`config.mk`:
```
export PLATFORM = sky130hd
export DESIGN_NAME = spi_xfer_ctrl
export DESIGN_NICKNAME = d
export VERILOG_FILES = /design/src/rtl/spi_pkg.sv /design/src/rtl/spi_fifo.sv /design/src/rtl/spi_xfer_ctrl.sv
export SDC_FILE = /design/constraint.sdc
export NUM_CORES = 1
export LEC_CHECK = 0
export ABC_AREA = 1
export CAP_MARGIN = 10
export CORE_MARGIN = 5
export CORE_UTILIZATION = 51
export DETAILED_ROUTE_END_ITERATION = 10
export GPL_TIMING_DRIVEN = 0
export PLACE_DENSITY_LB_ADDON = 0.12
export SETUP_SLACK_MARGIN = 0.5
export SLEW_MARGIN = 30
export SYNTH_ARGS = -nofsm -noshare
export SYNTH_HDL_FRONTEND = slang
export SYNTH_SLANG_ARGS = --single-unit
export TNS_END_PERCENT = 100
```
`constraint.sdc`:
```
create_clock -name clk -period 2.4 [get_ports clk]
set_clock_uncertainty 0.2 [all_clocks]
set_input_delay 0.48 -clock clk [delete_from_list [all_inputs] [get_ports clk]]
set_output_delay 0.48 -clock clk [all_outputs]
set_load 0.005 [all_outputs]
```
`src/rtl/spi_pkg.sv`:
```
// Shared definitions for the SPI transfer controller.
// FSM encoding, default byte width and a clog2 helper.
package spi_pkg;

  localparam int DWIDTH_DEF = 8;

  typedef enum logic [2:0] {
    S_IDLE  = 3'd0,
    S_START = 3'd1,
    S_WAIT  = 3'd2,
    S_READ  = 3'd3,
    S_CAPT  = 3'd4
  } state_t;

  function automatic int clog2(input int v);
    int r;
    r = 0;
    for (int i = 0; i < 31; i++) begin
      if ((32'sd1 <<< i) < v) r = i + 1;
    end
    return r;
  endfunction

endpackage

```
`src/rtl/spi_fifo.sv`:
```
// Synchronous FIFO used for the TX and RX byte queues.
// Head reads as zero while empty; no bypass path.
module spi_fifo
  import spi_pkg::*;
#(
  parameter int DWIDTH = DWIDTH_DEF,
  parameter int DEPTH  = 4
) (
  input  logic                   clk,
  input  logic                   rst,
  input  logic                   push,
  input  logic                   pop,
  input  logic [DWIDTH-1:0]      din,
  output logic [DWIDTH-1:0]      dout,
  output logic                   full,
  output logic                   empty,
  output logic [clog2(DEPTH):0]  count
);

  localparam int AW = clog2(DEPTH);
  localparam int CW = AW + 1;

  logic [DWIDTH-1:0] mem [DEPTH];
  logic [AW-1:0]     wp;
  logic [AW-1:0]     rp;
  logic              push_ok;
  logic              pop_ok;

  assign full    = (count == CW'(DEPTH));
  assign empty   = (count == '0);
  assign push_ok = push && !full;
  assign pop_ok  = pop && !empty;
  assign dout    = empty ? '0 : mem[rp];

  // Pointers and occupancy move on the push/pop edge.
  always_ff @(posedge clk) begin
    if (rst) begin
      wp    <= '0;
      rp    <= '0;
      count <= '0;
    end else begin
      if (push_ok) wp <= wp + 1'b1;
      if (pop_ok)  rp <= rp + 1'b1;
      count <= count + CW'(push_ok) - CW'(pop_ok);
    end
  end

  // Storage needs no reset; empty gates the head.
  always_ff @(posedge clk) begin
    if (push_ok) mem[wp] <= din;
  end

endmodule

```
`src/rtl/spi_xfer_ctrl.sv`:
```
// Byte-stream controller in front of spi_core.
// One core transfer per TX byte; result goes to RX.
module spi_xfer_ctrl
  import spi_pkg::*;
#(
  parameter int DWIDTH  = DWIDTH_DEF,
  parameter int DEPTH   = 4,
  parameter int TIMEOUT = 1023
) (
  input  logic              clk,
  input  logic              rst,
  input  logic [DWIDTH-1:0] tx_data,
  input  logic              tx_valid,
  output logic              tx_ready,
  output logic [DWIDTH-1:0] rx_data,
  output logic              rx_valid,
  input  logic              rx_ready,
  output logic              core_cs,
  output logic              core_wr,
  output logic              core_rd,
  output logic [DWIDTH-1:0] core_din,
  input  logic [DWIDTH-1:0] core_dout,
  input  logic              core_done,
  output logic              busy,
  output logic              err,
  input  logic              err_clr
);

  localparam int TW = clog2(TIMEOUT + 1);
  localparam int CW = clog2(DEPTH) + 1;
  localparam logic [TW-1:0] TLAST = TW'(TIMEOUT - 1);
  localparam logic [TW-1:0] TMAX  = TW'(TIMEOUT);

  state_t            state;
  logic [TW-1:0]     timer;
  logic [DWIDTH-1:0] tx_head;
  logic              tx_full;
  logic              tx_empty;
  logic [CW-1:0]     tx_count;
  logic              rx_full;
  logic              rx_empty;
  logic [CW-1:0]     rx_count;
  logic              tx_pop;
  logic              rx_push;
  logic              unused_ok;

  assign tx_ready  = !tx_full;
  assign rx_valid  = !rx_empty;
  assign tx_pop    = (state == S_START);
  assign rx_push   = (state == S_CAPT);
  assign busy      = (state != S_IDLE);
  assign unused_ok = ^{tx_count, rx_count};

  spi_fifo #(
    .DWIDTH (DWIDTH),
    .DEPTH  (DEPTH)
  ) u_tx (
    .clk   (clk),
    .rst   (rst),
    .push  (tx_valid),
    .pop   (tx_pop),
    .din   (tx_data),
    .dout  (tx_head),
    .full  (tx_full),
    .empty (tx_empty),
    .count (tx_count)
  );

  spi_fifo #(
    .DWIDTH (DWIDTH),
    .DEPTH  (DEPTH)
  ) u_rx (
    .clk   (clk),
    .rst   (rst),
    .push  (rx_push),
    .pop   (rx_ready),
    .din   (core_dout),
    .dout  (rx_data),
    .full  (rx_full),
    .empty (rx_empty),
    .count (rx_count)
  );

  // Transfer sequencer with registered core strobes,
  // watchdog timer and sticky error (set beats clear).
  always_ff @(posedge clk) begin
    if (rst) begin
      state    <= S_IDLE;
      core_cs  <= 1'b0;
      core_wr  <= 1'b0;
      core_rd  <= 1'b0;
      core_din <= '0;
      timer    <= '0;
      err      <= 1'b0;
    end else begin
      if (err_clr) err <= 1'b0;
      unique case (state)
        S_IDLE: begin
          if (!tx_empty && !rx_full) begin
            state    <= S_START;
            core_cs  <= 1'b1;
            core_wr  <= 1'b1;
            core_din <= tx_head;
          end
        end
        S_START: begin
          state   <= S_WAIT;
          core_wr <= 1'b0;
          timer   <= '0;
        end
        S_WAIT: begin
          if (core_done) begin
            state   <= S_READ;
            core_rd <= 1'b1;
          end else if (timer == TLAST) begin
            state   <= S_IDLE;
            core_cs <= 1'b0;
            err     <= 1'b1;
          end else if (timer != TMAX) begin
            timer <= timer + 1'b1;
          end
        end
        S_READ: begin
          state   <= S_CAPT;
          core_rd <= 1'b0;
          core_cs <= 1'b0;
        end
        S_CAPT: begin
          state <= S_IDLE;
        end
        default: begin
          state   <= S_IDLE;
          core_cs <= 1'b0;
          core_wr <= 1'b0;
          core_rd <= 1'b0;
        end
      endcase
    end
  end

endmodule

```
## After elaboration in Yosys (flattened, before gate mapping)

Memory sizes are Yosys's and may differ from the RTL's. A register that Yosys moved wholly into a read port is not among the register bits.
Index checks and enable logic that the tools add are counted.
Widths: inputs -> output; s select.

- Bits of input ports: 22
- Flip-flop bits (word level): 31
- RAM bits: 64
- Memories: 2

Memory list:

| memory | depth | width | read ports | clocked after memory_dff | write ports | line | source |
|---|---|---|---|---|---|---|---|
| u_rx.mem | 4 | 8 | 1 | 1 | 1 | spi_fifo.sv:23 | `logic [DWIDTH-1:0] mem [DEPTH];` |
| u_tx.mem | 4 | 8 | 1 | 1 | 1 | spi_fifo.sv:23 |  |

- Eq/ne operators: 15
- Multiplexer cells: 26
- Reduce and logical (&&, ||, !) cells: 23
- Bitwise gates (word level): 3
- Add/sub/neg operators: 9

Operator list:

| cell | count |
|---|---|
| $mux 10 | 3 |
| $pmux 10 s2 | 1 |
| $mux 1 | 12 |
| $ne 2x2->1 const B | 6 |
| $pmux 3 s4 | 1 |
| $add 10x1->10 const B | 1 |
| $eq 10x10->1 const B | 1 |
| $ne 10x10->1 const B | 1 |
| $eq 3x3->1 const B | 3 |
| $logic_not 3->1 | 3 |
| $mux 3 | 3 |
| $add 2x1->2 const B | 4 |
| $mux 8 | 1 |
| $reduce_and 2->1 | 4 |
| $reduce_and 4->1 | 2 |
| $add 3x1->3 | 2 |
| $eq 3x2->1 const B | 2 |
| $reduce_or 3->1 | 2 |
| $sub 3x1->3 | 2 |
| $logic_and 1x1->1 | 5 |
| $logic_not 1->1 | 4 |
| $mux 2 | 2 |
| $pmux 1 s2 | 2 |
| $eq 3x1->1 const B | 1 |
| 6 further kinds | 8 |

## Logic depth before layout (Yosys ltp)

Gate-level depths: netlist of the first run.

- Depth in word-level cells: 5
- Depth in mapped cells: 12

## Cells and area by module

From an unflattened synthesis of the first run, not the netlist that was laid out.

- Cell total of the unflattened synthesis: 595
- Area total of the unflattened synthesis: 5053.6 µm²

By module, submodules not included:

| module | area an instance (µm²) | seq. area each (µm²) | instances | cells each |
|---|---|---|---|---|
| spi_fifo | 1860.5 | 1141.1 | 2 | 195 |
| spi_xfer_ctrl | 1332.5 | 500.5 | 1 | 205 |

## Least setup slack after synthesis of the first run

OpenSTA, ideal clock, no wires.

- Path kind: register to register
- From: register u_rx.count[1]
- To: register u_rx.count[2]
- Buffers on the path: 0
- Library setup time: 0.120 ns
- Clock period less this slack: 2.295 ns
- Data arrival time: 1.974 ns
- Cell stages (with the launch flop): 10
- Setup slack: 0.105 ns
- Cells stage by stage: dfxtp_1 > nor3_2 > nor2_2 > ha_1 > inv_1 > ha_1 > inv_1 > fa_1 > o21ai_0 > a21oi_1

- Elaborated cells on any way between the ends: 8
- Those cells by class: 2 x add/sub; 1 x eq/ne; 5 x reduce/logical

RTL lines:

| element | line | source |
|---|---|---|
| start: declaration | spi_fifo.sv:17 | `output logic [clog2(DEPTH):0] count` |
| start signal: assignment | spi_fifo.sv:44 | `count <= count + CW'(push_ok) - CW'(pop_ok);` |
| $logic_not 3->1 | spi_fifo.sv:30 | `assign empty = (count == '0);` |
| $logic_not 1->1 | spi_fifo.sv:32 | `assign pop_ok = pop && !empty;` |
| $logic_and 1x1->1 | spi_fifo.sv:32 |  |
| net u_rx.pop_ok | spi_fifo.sv:27 | `logic pop_ok;` |
| $sub 3x1->3 | spi_fifo.sv:44 |  |

The timed path passes the listed nets, and every way through them passes these cells.
A chain may end at the register's enable or synchronous reset.

==> impl_metrics.yaml, run 1 <==
outcome:
  status: "finished clean"
timing:
  fmaxAchievable_ghz: 0.459
  tightest_slew_ns: 0.515
  fin_crit_sh: 0.908
  post-route-min-period_ns: 2.18
  hold_viol: 0
  slew_headroom: 0.657
  worst_slack_ns: 0.221
  rsz0062_at_grt: "yes"
  setup_viol: 0
  slew_violations: 0
floorplan:
  die_h_um: 106
  rows: 35
  initial_core_util: 0.514
  placeableCoreArea_sq_mm: 0.00911
  dieArea_sq_mm: 0.0112
  ios: 45
  die_w_um: 106
cells_and_area:
  antenna_cells: 0
  final_util: 0.662
  syn2layout_area_growth_pct: 28.8
  nets: 616
  drive_gt1_frac: 0.292
synth:
  synthTopCellsByCount: "99 x nor2_1, 64 x edfxtp_1, 57 x inv_1, 50 x o21ai_0, 46 x nand2_1"
  synth_most_common_cell: "nor2_1"
  synth_seq_cells: 105
  synth_edf_count: 64
  synth_top_area_frac: 0.410
  avgSynthCellArea_sq_um: 9.56
  yosysSeqAreaShare: 0.586
  synth_ff_type: "edfxtp_1"
  synthArstFlopShare: 0
  yosys_warnings: 0
  syn_area_sq_mm: 0.00468
  yosys.area.top_type: "edfxtp_1"
  syn_inst: 490
  synth_fp_nets: 528
  synth_cell_types: 31
  yosys-top-cells-area: "edfxtp_1 41%, dfxtp_1 18%, nor2_1 7.9%"
route:
  drt_iter0_markers: 161
  wl_per_cell_um: 14.4
  dr_total_vias: 3553
  drt_wl_total_um: 10000
  drcViolationCount: 0
  ant_nets: 0
  vias_per_cell: 5.12
  dr.pass1.iters: 4
placement:
  dpl.hpwl_um: 6490
  gp_congestion: 0.817
  port_buffers: 43
  place_ws_ns: -0.240
worst_setup_path:
  critPathKind: "reg2out"
  path_buf_inv: 3
  worstPathMaxFanout: 9
  reg2regPathDepth: 10
  slowest_stage: "dfxtp_2"
  crit_arrival_ns: 1.50
  worstPathCellList: "buf_6 -> buf_8 -> nor2_1 -> nor2_4 -> o21ai_2 -> a21oi_2 -> buf_2"
  crit_family: "buffers and inverters"
  crit_end: "rx_data[1]"
  rrSetupSlack_ns: 0.22
  r2r_end: "u_rx.count[1]$_SDFF_PP0_"
  crit_cells: 7
  worstReg2RegStart: "u_rx.count[1]$_SDFF_PP0_"
  start_kind: "flop"
  endpoint_kind: "primary output"
  critPathMaxStageDelay_ns: 0.34
  crit_required_ns: 1.72
power:
  p_sw_uw: 2230
  power_uw: 6130
  power_density_mw_per_mm2: 1020
  p_int_uw: 3890
  combPwrFrac: 0.438
  clockPowerShare: 0.173
  power.share.sequential: 0.390
  switching_share: 0.365
  power.leakage_uw: 0.00244
  ir_drop_v: 0.000523
global_route:
  grt_pass1_wl_um: 16500
  grt.total_usage: 0.184
  grt_overflow: 0
  grt_antenna_before_repair: 0
  grt_max_degree: 21
  grt_pass1_vias: 3492
clock_tree:
  postCtsHoldBufs: 0
  h-tree-depth: 3
  cts_tree: "built"
  clockRootBuffer: "clkbuf_8"
  cts_inserted_buffers: 9
  clk_pin_slew_ns: 0.12
  clock_latency_ns: 0.36
  cts_sinks: 105
  ctsLongestPathBuffers: 2
job:
  cap_viol_max_count: 0
min_path:
  hold_class: "in2reg"
## worst reg2reg max path, cell delays in order (launching register included)
cell and delay, ns:
dfxtp_4 0.36, nor3_4 0.23, buf_6 0.13, buf_6 0.10
nor2_4 0.04, ha_4 0.24, inv_4 0.05, ha_4 0.12
inv_2 0.03, fa_2 0.51, nor2_1 0.03
## state kept, by name (all words and copies together), names as in the netlist, 3 cells and up, named ones only
| register | flops |
|---|---|
| u_tx.mem | 32 |
| u_rx.count | 3 |
| state | 3 |
| timer | 10 |
| u_rx.mem | 32 |
| u_tx.count | 3 |
| core_din | 8 |
## through the flow
| stage | instance area, sq um | hold WS [ns] | setup TNS (ns) | std cells |
|---|---|---|---|---|
| 2_1_floorplan | 4700 | 0.236 | 0 | 490 |
| 3_3_place_gp | 5270 | 0.251 | -1.32 | 644 |
| 3_5_place_dp | 5270 | 0.256 | -1.42 | 644 |
| 4_1_cts | 5780 | 0.260 | 0 | 687 |
| 5_1_grt | 6030 | 0.298 | 0 | 694 |
| 6_report | 6030 | 0.271 | 0 | 694 |
## cells in the final DEF, fill, tap and decap left out, types with 4 or more instances in the layout
| cell type | n |
|---|---|
| nor2_2 | 11 |
| dlygate4sd2_1 | 8 |
| a21oi_2 | 5 |
| o21ai_2 | 5 |
| inv_1 | 48 |
| buf_6 | 17 |
| dfxtp_2 | 21 |
| clkbuf_8 | 10 |
| edfxtp_1 | 64 |
| nand3_2 | 6 |
| clkdlybuf4s50_1 | 19 |
| clkbuf_1 | 4 |
| buf_4 | 22 |
| a21oi_1 | 24 |
| nand3_1 | 16 |
| ha_1 | 11 |
| nor2_4 | 14 |
| buf_2 | 13 |
| dlymetal6s2s_1 | 5 |
| dfxtp_1 | 17 |
| nor2_1 | 80 |
| nand2_1 | 45 |
| a31oi_1 | 9 |
| o22ai_1 | 8 |
| o21ai_1 | 7 |
| o21ai_0 | 39 |
| inv_2 | 8 |
| nand2_2 | 6 |
## area by class of cell
cell class	count	area (sq um)
Fill cell	731	3080
Clock inverter	7	70.1
Clock buffer	9	124
Multi-Input combinational cell	306	1820
Buffer	18	158
Tap cell	111	139
Timing Repair Buffer	77	701
Inverter	61	244
Sequential cell	105	2780
## worst min path at each step
stage | start | endpoint | depth (start not counted)
after floorplan | u_rx.rp[1]$_SDFFE_PP0P_ | flop | 2
after global placement | u_rx.rp[1]$_SDFFE_PP0P_ | u_rx.rp[1]$_SDFFE_PP0P_ | 2
after detailed placement | u_rx.rp[1]$_SDFFE_PP0P_ | u_rx.rp[1]$_SDFFE_PP0P_ | 2
after CTS | rst | core_rd$_SDFFE_PP0P_ | 2
after global routing | rst | u_tx.rp[1]$_SDFFE_PP0P_ | 2
final | rst | core_rd$_SDFFE_PP0P_ | 2
## routing by layer
layer / up-vias / routed length [um] / track usage
met5: - / 0 / 0
met4: 0 / 136 / 0.0620
met3: 10 / 390 / 0.0294
met2: 57 / 5200 / 0.333
met1: 1678 / 4270 / 0.221
li1: 1808 / - / -
## cell families (layout without fill, tap and decap cells)
family          after synthesis  count (layout)  share of synthesized area
simple gates                189             189                      0.180
flops                       105             105                      0.586
fa+ha+maj                    16              16                     0.0460
compound gates               98              98                      0.110
buf+inv                      79             172                     0.0724
xor+xnor                      3               3                    0.00561
## what timing repair did
item | CTS | global route
buffers inserted | 27 | 6
setup endpoints to repair | 92 | 63
gates cloned | 0 | 1
pin swaps | 20 | 16
gates resized for setup | 114 | 64
## power groups by stage
| stage | Clock [uW] | Combinational [uW] | Sequential (uW) |
|---|---|---|---|
| after floorplan | 0 | 1320 | 2360 |
| after global placement | 0 | 2040 | 2390 |
| final | 1060 | 2680 | 2390 |
| after detailed placement | 0 | 2100 | 2390 |
| after CTS | 1090 | 2440 | 2380 |
| after global routing | 1160 | 2980 | 2410 |
Power figures use the tool's default switching activity.
==> run 2, diff against run 1 <==
- CORE_UTILIZATION: 51 -> 53
- CTS_BUF_LIST: default -> sky130_fd_sc_hd__clkbuf_4
==> run 2 against run 1 <==
  * First-iteration DRC count decreased by 19%
  * Combinational power decreased by 5%
  * Wire length is 1.8% higher
  * Worst setup slack got worse by 0.10 ns
  * Final cell count is 0.14% lower
  * Via count grew 1.5%
  * Count of clock-buffer cells in the layout unchanged
  * Global-route usage rose by 0.19 points
  * Clock power is 20% lower
  * Fmax is 4.5% lower
  * Largest cell class unchanged
==> impl_metrics.yaml, run 2 (synthesized netlist as in run 1, its figures left out) <==
cells_and_area:
  fillerInstances: 674
  antenna_cells: 0
  final_cell_mix: "87 x nor2_1, 64 x edfxtp_1, 51 x inv_1, 45 x nand2_1, 38 x o21ai_0"
  nets: 618
  syn2layout_area_growth_pct: 26.3
  drive_gt1_frac: 0.274
  final_util: 0.682
  top_regs: "u_rx.mem: 32 flops, u_tx.mem: 32 flops, timer: 10 flops"
  layout_commonest_cell: "nor2_1"
  stdcell_count: 693
worst_setup_path:
  reg2regPathDepth: 11
  endpoint_kind: "primary output"
  worstReg2RegStart: "u_tx.count[0]$_SDFF_PP0_"
  crit_arrival_ns: 1.60
  r2r_end: "u_tx.count[1]$_SDFF_PP0_"
  worstPathMaxFanout: 4
  rrSetupSlack_ns: 0.26
  start_kind: "flop"
  crit_required_ns: 1.72
  critPathKind: "reg2out"
route:
  drcViolationCount: 0
  dr.pass1.iters: 5
  ant_nets: 0
  drt_iter0_markers: 130
  drt_wl_total_um: 10200
  dr_total_vias: 3605
  wl_per_cell_um: 14.7
  vias_per_cell: 5.20
floorplan:
  dieArea_sq_mm: 0.0108
  die_w_um: 104
  placeableCoreArea_sq_mm: 0.00868
  die_h_um: 104
  initial_core_util: 0.540
  ios: 45
  rows: 34
power:
  power.leakage_uw: 0.00237
  power_density_mw_per_mm2: 980
  ir_drop_v: 0.000494
  power_uw: 5790
placement:
  dpl.hpwl_um: 6670
  port_buffers: 43
  gp_congestion: 0.854
  dp.cells: 641
global_route:
  grt_antenna_before_repair: 0
  grt.total_usage: 0.186
  grt_pass1_vias: 3523
  grt_max_degree: 20
  grt_pass1_wl_um: 16400
  grt_overflow: 0
timing:
  slew_headroom: 0.642
  tightest_slew_ns: 0.537
  post-route-min-period_ns: 2.28
  hold_viol: 0
  rsz0062_at_grt: "yes"
  setup_viol: 0
  fmaxAchievable_ghz: 0.438
  tns_ns: 0
  slew_violations: 0
  fin_crit_sh: 0.951
clock_tree:
  clock_latency_ns: 0.45
  cts_tree: "built"
  cts_inserted_buffers: 9
  clk_pin_slew_ns: 0.16
  h-tree-depth: 3
  ctsLongestPathBuffers: 2
  clockRootBuffer: "clkbuf_4"
  cts_sinks: 105
outcome:
  status: "finished clean"
job:
  cap_viol_max_count: 0
min_path:
  worstHoldStart: "rst"
  whs_endpoint: "u_tx.rp[1]$_SDFFE_PP0P_"
  hold_class: "in2reg"
  worstHoldPathCells: 2
run 2: layout make-up:
| cell class | instances | area, sq um | area share |
|---|---|---|---|
| clock buffers | 9 | 67.6 | 0.0114 |
| inverters | 61 | 235 | 0.0398 |
| well taps | 108 | 135 | 0.0228 |
| repair buffers | 79 | 714 | 0.121 |
| flip-flops and latches | 105 | 2780 | 0.470 |
| plain buffers | 18 | 159 | 0.0269 |
| multi-input cells | 306 | 1760 | 0.298 |
| clock inverters | 7 | 61.3 | 0.0104 |
run 2: through the flow:
stage          area (sq um)  hold WS (ns)  worst slack, ns
2_1_floorplan          4700         0.236            0.238
3_3_place_gp           5270         0.255           -0.196
3_5_place_dp           5270         0.261           -0.233
4_1_cts                5690         0.150           0.0692
5_1_grt                5910         0.169           0.0381
6_report               5910         0.172            0.118
run 2: worst max-delay path: stages (launching register included):
cell        delay [ns]
dfxtp_2           0.37
buf_8             0.10
clkinvlp_4        0.11
buf_6             0.15
nor2_4            0.06
o21ai_1           0.06
a21oi_1           0.15
buf_2             0.14
run 2: worst max-delay path by stage:
| stage | slack [ns] | start | to | cells past startpoint |
|---|---|---|---|---|
| finish | 0.12 | flop | rx_data[6] | 7 |
| global route | 0.04 | flop | rx_data[0] | 7 |
| CTS | 0.07 | flop | rx_data[0] | 7 |
| detailed placement | -0.23 | rx_ready | u_rx.count[2]$_SDFF_PP0_ | 10 |
| global placement | -0.20 | rx_ready | u_rx.count[2]$_SDFF_PP0_ | 10 |
| floorplan | 0.24 | u_rx.count[1]$_SDFF_PP0_ | u_rx.count[2]$_SDFF_PP0_ | 9 |
run 2: where the power goes:
group | switching (uW) | leakage [uW] | internal (uW)
Combinational | 1350 | 0.00137 | 1200
Sequential | 178 | 0.000927 | 2220
Clock | 618 | 0.0000742 | 234
run 2: what timing repair did:
item | in CTS | in global routing
gates cloned | 0 | 1
setup endpoints to repair | 85 | 78
buffers inserted | 29 | 6
gates resized for setup | 112 | 49
pin swaps | 16 | 20
hold endpoints to repair | 0 | 0
hold buffers | 0 | 0
run 2: per-layer routing:
layer / wire length (um) / track usage / vias to the layer above
met5: 0 / 0 / -
met3: 415 / 0.0571 / 17
met2: 5310 / 0.326 / 69
met4: 175 / 0.0592 / 0
met1: 4270 / 0.216 / 1706
li1: - / - / 1813
==> edit, RTL diff (flow settings as in run 2) <==
Re-encode `state_t` (5 states) as Gray code, 3 bits wide.
--- a/src/rtl/spi_pkg.sv
+++ b/src/rtl/spi_pkg.sv
@@ -5,11 +5,11 @@
   localparam int DWIDTH_DEF = 8;
 
   typedef enum logic [2:0] {
-    S_IDLE  = 3'd0,
-    S_START = 3'd1,
-    S_WAIT  = 3'd2,
-    S_READ  = 3'd3,
-    S_CAPT  = 3'd4
+    S_IDLE  = 3'b000,
+    S_START = 3'b001,
+    S_WAIT  = 3'b011,
+    S_READ  = 3'b010,
+    S_CAPT  = 3'b110
   } state_t;
 
   function automatic int clog2(input int v);
Formal check against the unedited RTL: same outputs for any inputs over 10 cycles, from zero or initial values and one cycle with rst high; not proved beyond that.
==> edit against run 2 <==
- worst setup slack lost 0.081 ns
- synthesized area is essentially flat
- hold slack improved by 0.11 ns
- sequential cell count stayed put
- synthesized cell count grew 1.6%
- total power increased by 1.4%
- wire length is 1.2% higher
- combinational power increased by 5%
- count of clock-buffer cells in the layout stayed put
- cell area increased by 2.2%
==> edit: results <==
metrics = {
    "outcome": {
        "status": "finished clean",
    },
    "synth": {
        "synth-compound-area-share_pct": 10.5,
        "synth_area_leaders": "edfxtp_1, dfxtp_1, nor2_1",
        "synth_cell_type_count": 33,
        "synthAdderAreaFrac_pct": 4.59,
        "synth.net_count": 536,
        "synth_edf_count": 64,
        "ys_seq_area_share_pct": 58.5,
        "synthXorXnorAreaFrac_pct": 0.374,
        "yosys-top-cells-count": "nor2_1, edfxtp_1, inv_1",
        "postSynthAreaPerCell_sq_um": 9.41,
        "async_flop_share_pct": 0,
    },
    "route": {
        "wl_met2_microns": 5220,
        "initialDrtViolationCount": 148,
        "totalWireLength_microns": 10300,
        "met1Wirelength_microns": 4380,
        "viasPerCell": 5.24,
        "dr_wl_met3_microns": 400,
        "avgRoutedWirePerCell_microns": 14.8,
        "dr.pass1.iters": 4,
    },
    "placed_design": {
        "dp_cells": 650,
        "routabilityCongestion": 0.886,
        "place_hpwl_microns": 6530,
        "io_buffers": 44,
    },
    "global_routing": {
        "grt_usage_pct": 18.7,
        "met2_usage_pct": 32.4,
        "grt_max_degree": 21,
        "grt_use_met3_pct": 4.03,
        "grt_pass1_wl_microns": 16600,
        "gr-usage-met1_pct": 22.4,
        "grt_pass1_vias": 3506,
        "antenna_found_initial": 0,
        "grt_overflow": 0,
    },
    "sta": {
        "relSlewSlack_pct": 63.4,
    },
    "worst_setup_path": {
        "arrival_ns": 1.68,
        "timing.rr.start": "u_rx.count[2]$_SDFF_PP0_",
        "critPathMaxFanout": 5,
        "slowest_delay_ns": 0.37,
    },
    "layout": {
        "drive_above_1_share_pct": 29.5,
        "nNetsFinal": 622,
    },
    "power_and_ir_drop": {
        "p_leak_nw": 2.40,
        "ir_worst_vdd_v": 0.000439,
    },
    "cts": {
        "cts-root-buf": "clkbuf_4",
        "clk_pin_slew_ns": 0.18,
    },
    "hold_path": {
        "holdCritStartpoint": "core_wr$_SDFFE_PP0P_",
        "holdCritPathClass": "reg2reg",
    },
}
-- edit: area by class of cell --
class,count,area (sq um)
Fill cell,698,2640
Clock buffer,9,67.6
Buffer,16,149
Tap cell,108,135
Clock inverter,7,70.1
Timing Repair Buffer,74,707
Sequential cell,105,2770
Multi-Input combinational cell,312,1880
Inverter,66,260
-- edit: logic make-up (layout without fill, tap and decap cells) --
logic type	after synthesis	in the layout
and+or+nand+nor	198	199
buffers and inverters	82	172
DFF	105	105
adders and majority gates	16	16
AOI/OAI and AO/OA	95	95
xor gates and xnor gates	2	2
-- edit: final timing paths --
kind,endpoint,slack [ns],cells past startpoint
worst min register to register,core_wr$_SDFFE_PP0P_,0.29,2
worst max-delay path,rx_data[1],0.04,8
worst min-delay path,core_wr$_SDFFE_PP0P_,0.29,2
worst max register to register,u_rx.count[1]$_SDFF_PP0_,0.25,9
-- edit: report_power, final --
group / internal, W / leakage [nW] / switching, W / total (W)
clock: 0.000243 / 0.0771 / 0.000636 / 0.000878
combinational: 0.00122 / 1.40 / 0.00145 / 0.00267
sequential: 0.00217 / 0.925 / 0.000155 / 0.00233
total: 0.00364 / 2.40 / 0.00224 / 0.00588
-- edit: per-stage QoR --
step                      hold WS (ns)  area, sq um  setup WS (ns)
after global placement           0.255         5310        -0.0733
after global routing             0.303         6040        -0.0877
after detailed placement         0.268         5310         -0.101
after CTS                        0.287         5810         0.0731
after floorplan                  0.237         4740          0.311
final                            0.287         6040         0.0370
-- edit: timing repair --
action | 4_1_cts | 5_1_grt
pin swaps | 22 | 26
setup endpoints to repair | 92 | 68
hold endpoints to repair | 0 | 0
gates resized for setup | 134 | 54
cloned | 2 | 1
setup buffers | 23 | 5
